===== src/rtl/seg7_scan_ctrl.sv =====
// seg7_scan_ctrl: 4-digit 7-segment time-multiplexing scanner with
// double-buffered display contents committed at frame boundaries.
//
// Ports:
//   i_clk          system clock
//   i_rst          synchronous reset, active-high
//   i_value[15:0]  four hex nibbles, [3:0] = digit 0 (rightmost)
//   i_dp[3:0]      decimal point per digit
//   i_update       stage request, value sampled while high
//   o_update_ack   pulse when the staged value is committed
//   o_frame_start  pulse at each frame boundary
//   o_LED[7:0]     segments {dp,g,f,e,d,c,b,a}
//   o_digitSelect  one-hot digit enable
//
// Optional macro SEG7_LZB_EN: leading-zero blanking on digits 3..1.

module seg7_scan_ctrl #(
   parameter int SCAN_DIV       = 4,
   parameter int BLANK_CYCLES   = 1,
   parameter bit SEG_ACTIVE_LOW = 1'b0,
   parameter bit DIG_ACTIVE_LOW = 1'b0
) (
   input  logic        i_clk,
   input  logic        i_rst,
   input  logic [15:0] i_value,
   input  logic [3:0]  i_dp,
   input  logic        i_update,
   output logic        o_update_ack,
   output logic        o_frame_start,
   output logic [7:0]  o_LED,
   output logic [3:0]  o_digitSelect
);

   localparam logic [15:0] SCAN_LAST  = 16'(SCAN_DIV - 1);
   localparam logic [15:0] BLANK_LAST = 16'(BLANK_CYCLES - 1);
   localparam logic [7:0]  LED_OFF    = SEG_ACTIVE_LOW ? 8'hFF : 8'h00;
   localparam logic [3:0]  DIG_OFF    = DIG_ACTIVE_LOW ? 4'hF : 4'h0;

   typedef enum logic {
      ST_BLANK,
      ST_DRIVE
   } state_t;

   state_t      state_q, state_d;
   logic [15:0] cnt_q, cnt_d;
   logic [1:0]  idx_q, idx_d;
   logic [15:0] shd_v_q, shd_v_d;
   logic [3:0]  shd_dp_q, shd_dp_d;
   logic [15:0] stg_v_q, stg_v_d;
   logic [3:0]  stg_dp_q, stg_dp_d;
   logic        pend_q, pend_d;
   logic        ack_d, fs_d;
   logic [7:0]  led_d;
   logic [3:0]  sel_d;
   logic [7:0]  seg_on;
   logic [3:0]  lzb;
   logic [3:0]  nib;

   function automatic logic [6:0] dec(input logic [3:0] n);
      logic [6:0] s;
      case (n)
         4'h0: s = 7'h3F;
         4'h1: s = 7'h06;
         4'h2: s = 7'h5B;
         4'h3: s = 7'h4F;
         4'h4: s = 7'h66;
         4'h5: s = 7'h6D;
         4'h6: s = 7'h7D;
         4'h7: s = 7'h07;
         4'h8: s = 7'h7F;
         4'h9: s = 7'h6F;
         4'hA: s = 7'h77;
         4'hB: s = 7'h7C;
         4'hC: s = 7'h39;
         4'hD: s = 7'h5E;
         4'hE: s = 7'h79;
         default: s = 7'h71;
      endcase
      return s;
   endfunction

`ifdef SEG7_LZB_EN
   // A digit is blank when it and every higher nibble are zero.
   assign lzb[0] = 1'b0;
   assign lzb[1] = (shd_v_q[15:4] == 12'h000);
   assign lzb[2] = (shd_v_q[15:8] == 8'h00);
   assign lzb[3] = (shd_v_q[15:12] == 4'h0);
`else
   assign lzb = 4'b0000;
`endif

   assign nib = shd_v_q[{idx_q, 2'b00} +: 4];
   assign seg_on = {shd_dp_q[idx_q],
                    lzb[idx_q] ? 7'h00 : dec(nib)};

   always_comb begin
      state_d  = state_q;
      cnt_d    = cnt_q + 16'd1;
      idx_d    = idx_q;
      shd_v_d  = shd_v_q;
      shd_dp_d = shd_dp_q;
      stg_v_d  = stg_v_q;
      stg_dp_d = stg_dp_q;
      pend_d   = pend_q;
      ack_d    = 1'b0;
      fs_d     = 1'b0;
      led_d    = LED_OFF;
      sel_d    = DIG_OFF;

      unique case (state_q)
         ST_BLANK: begin
            if (cnt_q == BLANK_LAST) begin
               state_d = ST_DRIVE;
               cnt_d   = 16'd0;
               led_d   = seg_on ^ LED_OFF;
               sel_d   = (4'b0001 << idx_q) ^ DIG_OFF;
            end
         end
         ST_DRIVE: begin
            led_d = seg_on ^ LED_OFF;
            sel_d = (4'b0001 << idx_q) ^ DIG_OFF;
            if (cnt_q == SCAN_LAST) begin
               state_d = ST_BLANK;
               cnt_d   = 16'd0;
               idx_d   = idx_q + 2'd1;
               led_d   = LED_OFF;
               sel_d   = DIG_OFF;
               // Leaving digit 3 is the frame boundary.
               if (idx_q == 2'd3) begin
                  fs_d = 1'b1;
                  if (pend_q) begin
                     shd_v_d  = stg_v_q;
                     shd_dp_d = stg_dp_q;
                     pend_d   = 1'b0;
                     ack_d    = 1'b1;
                  end
               end
            end
         end
         default: begin
            state_d = ST_BLANK;
            cnt_d   = 16'd0;
         end
      endcase

      // A request on the boundary cycle restages after the commit.
      if (i_update) begin
         stg_v_d  = i_value;
         stg_dp_d = i_dp;
         pend_d   = 1'b1;
      end
   end

   always_ff @(posedge i_clk) begin
      if (i_rst) begin
         state_q       <= ST_BLANK;
         cnt_q         <= 16'd0;
         idx_q         <= 2'd0;
         shd_v_q       <= 16'h0000;
         shd_dp_q      <= 4'h0;
         stg_v_q       <= 16'h0000;
         stg_dp_q      <= 4'h0;
         pend_q        <= 1'b0;
         o_update_ack  <= 1'b0;
         o_frame_start <= 1'b0;
         o_LED         <= LED_OFF;
         o_digitSelect <= DIG_OFF;
      end else begin
         state_q       <= state_d;
         cnt_q         <= cnt_d;
         idx_q         <= idx_d;
         shd_v_q       <= shd_v_d;
         shd_dp_q      <= shd_dp_d;
         stg_v_q       <= stg_v_d;
         stg_dp_q      <= stg_dp_d;
         pend_q        <= pend_d;
         o_update_ack  <= ack_d;
         o_frame_start <= fs_d;
         o_LED         <= led_d;
         o_digitSelect <= sel_d;
      end
   end

endmodule


===== config.mk =====
export PLATFORM = sky130hd
export DESIGN_NAME = seg7_scan_ctrl
export DESIGN_NICKNAME = d
export VERILOG_FILES = /design/src/rtl/seg7_scan_ctrl.sv
export SDC_FILE = /design/constraint.sdc
export NUM_CORES = 1
export LEC_CHECK = 0
export ABC_AREA = 1
export BUFFER_PORTS_ARGS = -buffer_cell sky130_fd_sc_hd__buf_2
export CAP_MARGIN = 20
export CORE_ASPECT_RATIO = 0.75
export CORE_MARGIN = 5
export CORE_UTILIZATION = 60
export DETAILED_ROUTE_END_ITERATION = 12
export GPL_TIMING_DRIVEN = 0
export PLACE_DENSITY = 0.82
export SLEW_MARGIN = 20
export SYNTH_ARGS = -nofsm -noshare
export SYNTH_HDL_FRONTEND = slang
export SYNTH_SLANG_ARGS = --single-unit

===== constraint.sdc =====
create_clock -name i_clk -period 3.9 [get_ports i_clk]
set_input_delay 0.195 -clock i_clk [delete_from_list [all_inputs] [get_ports i_clk]]
set_output_delay 0.195 -clock i_clk [all_outputs]
set_load 0.03 [all_outputs]

==> impl_results.md, run 1 <==
* Status: completed
* Critical path capture point type: register
* Final HPWL DP at 4940 um
* Final worst slack at 1.86 ns
* Worst skew pair latency at 0.35 ns
* Final estimated routing congestion in global placement at 0.873
* DRC at 0
* Max FO, Critical Path at 10
* Final setup TNS at 0 ns
* Antenna-violating nets left at 0
* Worst Tran Pin Value at 0.475 ns
* # IOs at 37
* Vias per cell at 4.90
* CTS Root Cell: clkbuf_8
* Global route overflow at 0
* Post-synthesis sequential element count at 74
* Pre-antenna DRT Iters at 4
* DRT Wirelength at 6840 um
* Die Wd at 96.1 um
* CTS buffer count at 9
* Post-CTS setup buffers at 0
* Clk slew on worst S/H paths at 0.07 ns
* Post-Syn Area at 3340 um^2
* TritonCTS clock tree: built
* Fin crit period at 2.04 ns
* Layout Cells excl Fill at 601
* Worst Path Arrival at 2.31 ns
* Clock buffer depth at 2
* Max IR drop VDD at 0.000293 V
* Initial antenna violation count at 0
* Final net count at 556
* Reg area at 1480 um^2
* Startpoint Class: register
* Sequential-to-total area share from yosys stat at 0.444
* DR WL/cell at 11.4 um
* Syn avg cell area at 7.03 um^2
* Die Ht at 74.6 um
* Dpl cells at 585
* Count of final hold-check violations at 0
* H-tree depth at 3
* Fmax at 491 MHz
* Vias in the first global route at 2,781
* Mapped Nets at 510
* Hold Path Class: in2reg
* Worst clock skew at 0.0113 ns
* Largest net degree at the start of global routing at 12
* GRT Overall Usage at 0.215
* Yosys Warn Count at 0
* Routed via count at 2,944
* Clk sinks at 74
* Cell Pwr Density at 414 nW/um^2
* Site Rows at 23
* Period utilization at 0.522
* Fillers at 463
* Rel. slew slack at 0.684
* Max-cap violations at 0
* Diodes inserted at 0
* First-pass GRT wire length at 12,100 um
* Hold_buf cts at 0
* CORE AREA at 5380 um^2
* Final Power at 1.57 mW
* Critical path class: reg2reg
* Area growth syn-to-layout at 13.4%
* Die area at 7170 um^2
* Cts repair resizes at 0
* Req. time, crit path at 4.17 ns
* Layout cell share with drive strength beyond 1 at 0.127
* Area taken by multi-input logic gates at 1570 um^2
* Syn Inst Count at 475
* Worst hold margin at 0.0728 ns
* Leak at 1.86 nW
* RSZ-0062 raised after global routing: false
* Final Max Slew Viols at 0
* Drt first-iter violations at 225
* Dpl ws at 1.91 ns
* Port buffer count at 35
* Number of distinct library cells after synthesis at 27
* Final setup viols at 0
* Starting Density at 0.620
## synth_stat cells, drive strengths merged
| library cell | instances | area share |
|---|---|---|
| nor2 | 133 | 0.15 |
| nand2 | 101 | 0.12 |
| dfxtp | 74 | 0.44 |
| inv | 52 | 0.058 |
| o21ai | 30 | 0.045 |
| nand3 | 22 | 0.033 |
| ha | 12 | 0.045 |
| buf | 11 | 0.021 |
| a21oi | 9 | 0.013 |
| xor2 | 8 | 0.021 |
| nor3 | 7 | 0.015 |
| clkbuf | 6 | 0.0067 |
| nand4 | 6 | 0.016 |
| o211ai | 2 | 0.0045 |
| xnor2 | 2 | 0.0052 |
## cell type report
class / count / share of cell area
plain buffers: 17 / 0.0241
inverters: 52 / 0.0516
repair buffers: 35 / 0.0463
flip-flops and latches: 74 / 0.391
well taps: 75 / 0.0248
multi-input cells: 332 / 0.415
clock inverters: 3 / 0.0106
clock buffers: 13 / 0.0367
## critical path, cell delays in order, from the launching register on
cell and delay [ns]:
dfxtp_1 0.54, inv_2 0.18, a21oi_1 0.14, o21ai_0 0.10, nand2_1 0.21, inv_1 0.12
ha_1 0.24, o21ai_0 0.24, nor2_1 0.07, nor2_1 0.13
## metal layers
| layer | GRT usage | up-vias | wire [um] |
|---|---|---|---|
| met1 | 0.283 | 1318 | 3320 |
| li1 | - | 1553 | - |
| met4 | 0.0599 | 0 | 73 |
| met3 | 0.0718 | 8 | 443 |
| met2 | 0.339 | 65 | 3000 |
| met5 | 0 | - | 0 |
## kinds of logic after synthesis
kind of cell | after synthesis | synth area share
simple gates | 269 | 0.336
flops | 74 | 0.444
buf+inv | 69 | 0.0858
compound gates | 41 | 0.0630
fa+ha+maj | 12 | 0.0450
xor+xnor | 10 | 0.0262
## state kept, by name (all words and copies together), names as in the netlist
| signal | count |
|---|---|
| stg_v_q | 16 |
| stg_dp_q | 4 |
| pend_q | 1 |
| shd_dp_q | 4 |
| state_q | 1 |
| o_digitSelect | 4 |
| o_LED | 8 |
| idx_q | 2 |
| o_update_ack | 1 |
| shd_v_q | 16 |
| o_frame_start | 1 |
| cnt_q | 16 |
## cell usage in the layout (no fill, tap or decap), drive strengths merged
cell type / count
nand3: 22
ha: 12
inv: 52
xnor2: 2
buf: 46
dfxtp: 74
clkinv: 2
bufinv: 1
xor2: 8
a21oi: 9
nand4: 6
nor3: 7
nand2: 101
o21ai: 30
clkbuf: 19
nor2: 133
o211ai: 2
## report_power, final
group	total (mW)	internal, mW	switching (mW)
Combinational	0.189	0.0597	0.129
Sequential	0.822	0.799	0.0228
Clock	0.556	0.295	0.262
Total	1.57	1.15	0.414
## per-stage QoR
stage | util | cell area (um^2)
final | 0.704 | 3790
after global routing | 0.704 | 3790
after CTS | 0.704 | 3790
after detailed placement | 0.670 | 3610
after global placement | 0.670 | 3610
after floorplan | - | 3340
## final timing paths
kind	startpoint	to	slack, ns	cells after the start
setup / recovery	idx_q[1]	o_LED[5]	1.86	9
hold reg to reg	cnt_q[0]	cnt_q[0]	0.47	1
setup reg to reg	idx_q[1]	o_LED[5]	1.86	9
hold / removal	i_dp[1]	stg_dp_q[1]	0.07	3
Note: power is estimated with default switching activity, not from simulation.
==> run 2: changes to the inputs <==
--- a/config.mk
+++ b/config.mk
@@ -10,10 +10,10 @@
 export CAP_MARGIN = 20
 export CORE_ASPECT_RATIO = 0.75
 export CORE_MARGIN = 5
-export CORE_UTILIZATION = 60
+export CORE_UTILIZATION = 58
 export DETAILED_ROUTE_END_ITERATION = 12
 export GPL_TIMING_DRIVEN = 0
-export PLACE_DENSITY = 0.82
+export PLACE_DENSITY = 0.8
 export SLEW_MARGIN = 20
 export SYNTH_ARGS = -nofsm -noshare
 export SYNTH_HDL_FRONTEND = slang
==> constraint.sdc (replaced) <==
create_clock -name i_clk -period 1.9 [get_ports i_clk]
set_input_delay 0.095 -clock i_clk [delete_from_list [all_inputs] [get_ports i_clk]]
set_output_delay 0.095 -clock i_clk [all_outputs]
set_load 0.03 [all_outputs]
==> run 2 against run 1 <==
Sequential cell count stayed put. Largest cell class unchanged. Sequential share of layout area is 2.3 points lower. Fmax rose by 13%. First-iteration DRC count grew 12%. Critical path depth did not move. Register-to-register slack got worse by 1.8 ns. Highest routed layer unchanged. Cell count increased by 3.7%. Largest power group unchanged. Global-route usage down 0.39 points.
==> impl_results.md, run 2 (same netlist as run 1, synthesis figures left out) <==
* Hold Path Class: in2reg
* Flop pwr share at 0.510
* CTS buffer count at 9
* Die Wd at 97.6 um
* Antenna-violating nets left at 0
* Vias in the first global route at 2,789
* Period utilization at 0.948
* Rel. slew slack at 0.682
* Starting Density at 0.611
* CORE AREA at 5470 um^2
* WP buf/inv at 2
* Worst hold margin at 0.0287 ns
* Diodes inserted at 0
* Critical path capture point type: register
* Final setup viols at 0
* Clock Power Share at 0.361
* Max IR drop VDD at 0.000649 V
* First-pass GRT wire length at 12,600 um
* Cell Pwr Density at 820 nW/um^2
* Gate power share at 0.128
* Area growth syn-to-layout at 20.7%
* Clk sinks at 74
* Final HPWL DP at 5030 um
* Global route overflow at 0
* Vias per cell at 4.91
* Final net count at 578
* Final Max Slew Viols at 0
* Worst-path cell chain: buf_4 > clkbuf_4 > o211ai_1 > nand2_2 > ha_1 > nand3_1 > nand3_1 > nand3_1 > nor2_1
* Startpoint Class: register
* Sw power at 0.875 mW
* Leak at 1.97 nW
* Critical path class: reg2reg
* TritonCTS clock tree: built
* Final worst slack at 0.0991 ns
* GR Util met1 at 0.261
* Die Ht at 75.7 um
* Crit path top cell by count: nand3_1
* CTS Root Cell: clkbuf_8
* Final estimated routing congestion in global placement at 0.896
* Clk slew on worst S/H paths at 0.07 ns
* Status: completed
* Fin crit period at 1.80 ns
* DRC at 0
* # IOs at 37
* Commonest non-fill, non-tap cell in the layout: nor2_1
* Die area at 7390 um^2
* Req. time, crit path at 2.18 ns
* Initial antenna violation count at 0
* Worst clock skew at 0.00677 ns
* Cell family with most CP delay: simple AND/OR/NAND/NOR gates
* Worst Path Arrival at 2.08 ns
* Slowest stage delay, CP at 0.35 ns
* DR WL/cell at 11.7 um
* Commonest non-fill, non-tap cells in the layout: 130 x nor2_1, 96 x nand2_1, 72 x dfxtp_1, 51 x inv_1, 41 x buf_2
* Worst Tran Pin Value at 0.477 ns
* Pre-antenna DRT Iters at 5
* Largest net degree at the start of global routing at 13
* H-tree depth at 3
* GRT Overall Usage at 0.211
* Sw Ratio at 0.265
* Top flop regs: cnt_q x16, shd_v_q x16, stg_v_q x16
* Routed via count at 3,059
* Worst skew pair latency at 0.35 ns
* Site Rows at 23
* Met2 usage at 0.369
* Max FO, Critical Path at 10
* Port buffer count at 35
* Dpl ws at -0.0658 ns
* Drt first-iter violations at 252
* Clock buffer depth at 2
* Global routing usage on met3 at 0.0586
* Layout cell share with drive strength beyond 1 at 0.141
* Max-cap violations at 0
* DRT Wirelength at 7320 um
* Worst path slowest cell: dfxtp_2
* GRT Max-Usage Layer: met2
* Count of final hold-check violations at 0
* Internal at 2.43 mW
* Fmax at 555 MHz
[run 2: power by group through the flow]
stage	registers, mW	logic, mW	clock network, mW
after floorplan	1.80	0.189	0
after global placement	1.72	0.375	0
after detailed placement	1.72	0.387	0
after CTS	1.69	0.421	1.21
after global routing	1.70	0.469	1.27
final	1.69	0.423	1.19
[run 2: cell type report]
type                       count  area, um^2
clock buffer                  11         141
clock inverter                 5        53.8
sequential                    74        1480
buffer                        17        93.8
inverter                      52         195
multi-input combinational    332        1580
timing repair buffer          57         390
fill                         428        1440
tap                           75        93.8
[run 2: through the flow]
stage	instances	setup TNS, ns	cell area (um^2)	utilization	total power, mW
global placement	585	-0.0352	3610	0.660	2.09
CTS	621	0	4010	0.733	3.32
global route	623	-0.00580	4030	0.737	3.44
finish	623	0	4030	0.737	3.30
floorplan	475	0	3340	-	1.99
detailed placement	585	-0.133	3610	0.660	2.11
[run 2: per-layer routing]
| layer | vias to the layer above | routed length, um |
|---|---|---|
| met5 | - | 0 |
| met4 | 0 | 84 |
| met3 | 10 | 471 |
| met2 | 95 | 3370 |
| met1 | 1353 | 3390 |
| li1 | 1601 | - |
[run 2: timing repair]
action	4_1_cts	5_1_grt
setup endpoints to repair	3	5
resized for setup	2	8
cloned	0	0
buffers inserted	0	2
hold buffers	20	0
pin swaps	0	2
endpoints found under the hold margin	20	0
[run 2: worst paths after layout]
check	from	endpoint	slack, ns	cells past startpoint
hold / removal	i_rst	idx_q[0]	0.03	2
setup / recovery	idx_q[0]	o_LED[3]	0.1	9
setup reg to reg	idx_q[0]	o_LED[3]	0.1	9
hold reg to reg	cnt_q[0]	cnt_q[0]	0.47	1
==> run 3: changes to the inputs <==
--- a/config.mk
+++ b/config.mk
@@ -10,10 +10,10 @@
 export CAP_MARGIN = 20
 export CORE_ASPECT_RATIO = 0.75
 export CORE_MARGIN = 5
-export CORE_UTILIZATION = 58
+export CORE_UTILIZATION = 45
 export DETAILED_ROUTE_END_ITERATION = 12
 export GPL_TIMING_DRIVEN = 0
-export PLACE_DENSITY = 0.8
+export PLACE_DENSITY = 0.65
 export SLEW_MARGIN = 20
 export SYNTH_ARGS = -nofsm -noshare
 export SYNTH_HDL_FRONTEND = slang
==> run 3 against run 2 <==
Combinational power is essentially flat. Fmax increased by 1.7%. Routed wire length grew 1.3%. Hold slack better by 0.020 ns. Sequential power is essentially flat. Design area up 1.6%. Sequential share of layout area down 0.60 points. Clock power grew 14%.
==> impl_results.md, run 3 (same netlist as run 1, synthesis figures left out) <==
* Final estimated routing congestion in global placement at 0.825
* Period utilization at 0.932
* Startpoint Class: register
* Hold Path Class: in2reg
* Worst Path Arrival at 2.06 ns
* Worst hold margin at 0.0491 ns
* Rel. slew slack at 0.651
* GR Util met1 at 0.230
* Hold Path Origin: i_rst
* Worst R2R Path Depth at 9
* Pre-antenna DRT Iters at 4
* Fillers at 735
* Global route overflow at 0
* Final Power at 3.47 mW
* First-pass GRT wire length at 12,200 um
* Critical path capture point type: register
* Die area at 9260 um^2
* Diodes inserted at 0
* Clk sinks at 74
* H-tree depth at 3
* Routed via count at 2,992
* Max-cap violations at 0
* CTS buffer count at 9
* Commonest non-fill, non-tap cell in the layout: nor2_1
* Reg-to-reg critical path startpoint: idx_q[0]
* Final net count at 579
* DRC at 0
* WHS Endpoint: idx_q[0]
* Hold Crit Depth at 2
* Layout cell share with drive strength beyond 1 at 0.142
* Final Max Slew Viols at 0
* Req. time, crit path at 2.19 ns
* Critical path class: reg2reg
* Fmax at 565 MHz
* Worst Tran Pin Value at 0.524 ns
* DR WL/cell at 11.4 um
* CTS Root Cell: clkbuf_8
* RSZ-0062 raised after global routing: true
* GRT Max-Usage Layer: met2
* Vias in the first global route at 2,695
* R2R setup slack at 0.13 ns
* Site Rows at 27
* CORE AREA at 7300 um^2
* Largest net degree at the start of global routing at 13
* Drt first-iter violations at 139
* Fin area at 4100 um^2
* Dpl cell area at 3640 um^2
* Final setup viols at 0
* Global routing usage on met3 at 0.0561
* Worst clock skew at 0.0105 ns
* Fin crit period at 1.77 ns
* Commonest non-fill, non-tap cells in the layout: 130 x nor2_1, 97 x nand2_1, 72 x dfxtp_1, 51 x inv_1, 41 x buf_2
* Final setup TNS at 0 ns
* GRT Overall Usage at 0.167
* TritonCTS clock tree: built
* Reg2Reg Capture Point: o_LED[5]
* Top flop regs: cnt_q x16, shd_v_q x16, stg_v_q x16
* Initial antenna violation count at 0
* Max IR drop VDD at 0.000485 V
* Area growth syn-to-layout at 22.7%
* Antenna-violating nets left at 0
* Status: completed
* Met2 usage at 0.248
* DRT Wirelength at 7410 um
* # IOs at 37
* Port buffer count at 35
* Max FO, Critical Path at 10
* Final HPWL DP at 5030 um
* Clk slew on worst S/H paths at 0.07 ns
* Count of final hold-check violations at 0
* Die Ht at 84.6 um
* Die Wd at 109 um
* Leak at 1.98 nW
* Cell Pwr Density at 846 nW/um^2
* Worst skew pair latency at 0.35 ns
* Vias per cell at 4.60
* Clock buffer depth at 2
* Starting Density at 0.457
[run 3: changes by cell type in the layout (fill, tap and decap cells not counted), sizes merged]
cell      delta
clkinvlp     +1
clkinv       -2
buf          +1
bufinv       +1
[run 3: cell type report]
cell class / count / area [um^2] / area share
clock inverters: 5 / 77.6 / 0.0189
multi-input cells: 332 / 1580 / 0.386
repair buffers: 58 / 398 / 0.0971
inverters: 52 / 195 / 0.0476
plain buffers: 17 / 93.8 / 0.0229
clock buffers: 11 / 141 / 0.0345
well taps: 101 / 126 / 0.0308
flip-flops and latches: 74 / 1480 / 0.362
[run 3: layer usage]
metal	share of wire	wire length, um
met1	0.50	3740
met2	0.43	3200
met3	0.056	417
met4	0.0080	59
met5	0	0
[run 3: report_power, final]
group	switching, mW	internal (mW)	leakage, nW
registers	0.0465	1.64	0.605
logic	0.269	0.151	1.27
clock network	0.588	0.771	0.109
[run 3: critical path, stage by stage, from the launching register on]
cell	delay, ns
dfxtp_2	0.37
buf_4	0.18
clkbuf_4	0.22
o21ai_2	0.08
nand2_2	0.14
inv_1	0.11
ha_1	0.24
o21ai_1	0.20
nor2_1	0.08
nor2_1	0.09
[run 3: timing repair]
item	CTS	global route
resized for setup	2	8
endpoints found under the setup margin	4	7
endpoints found under the hold margin	20	0
buffers inserted	0	3
pin swaps	0	1
hold buffers	20	0
gates cloned	0	0
[run 3: per-stage QoR]
step	setup WS, ns	util	instances
floorplan	0.262	-	475
global placement	-0.0569	0.499	611
detailed placement	-0.0983	0.499	611
CTS	0.00659	0.557	647
global route	-0.00603	0.561	650
finish	0.129	0.561	650
[run 3: worst max-delay path by stage]
stage | endpoint | cells past startpoint | startpoint | slack (ns)
6_report | o_LED[5] | 9 | idx_q[0] | 0.13
2_1_floorplan | o_LED[5] | 9 | idx_q[0] | 0.26
4_1_cts | o_LED[5] | 9 | idx_q[0] | 0.007
5_1_grt | o_LED[3] | 9 | idx_q[0] | -0.006
3_5_place_dp | o_LED[5] | 9 | idx_q[1] | -0.1
3_3_place_gp | o_LED[5] | 9 | idx_q[0] | -0.06
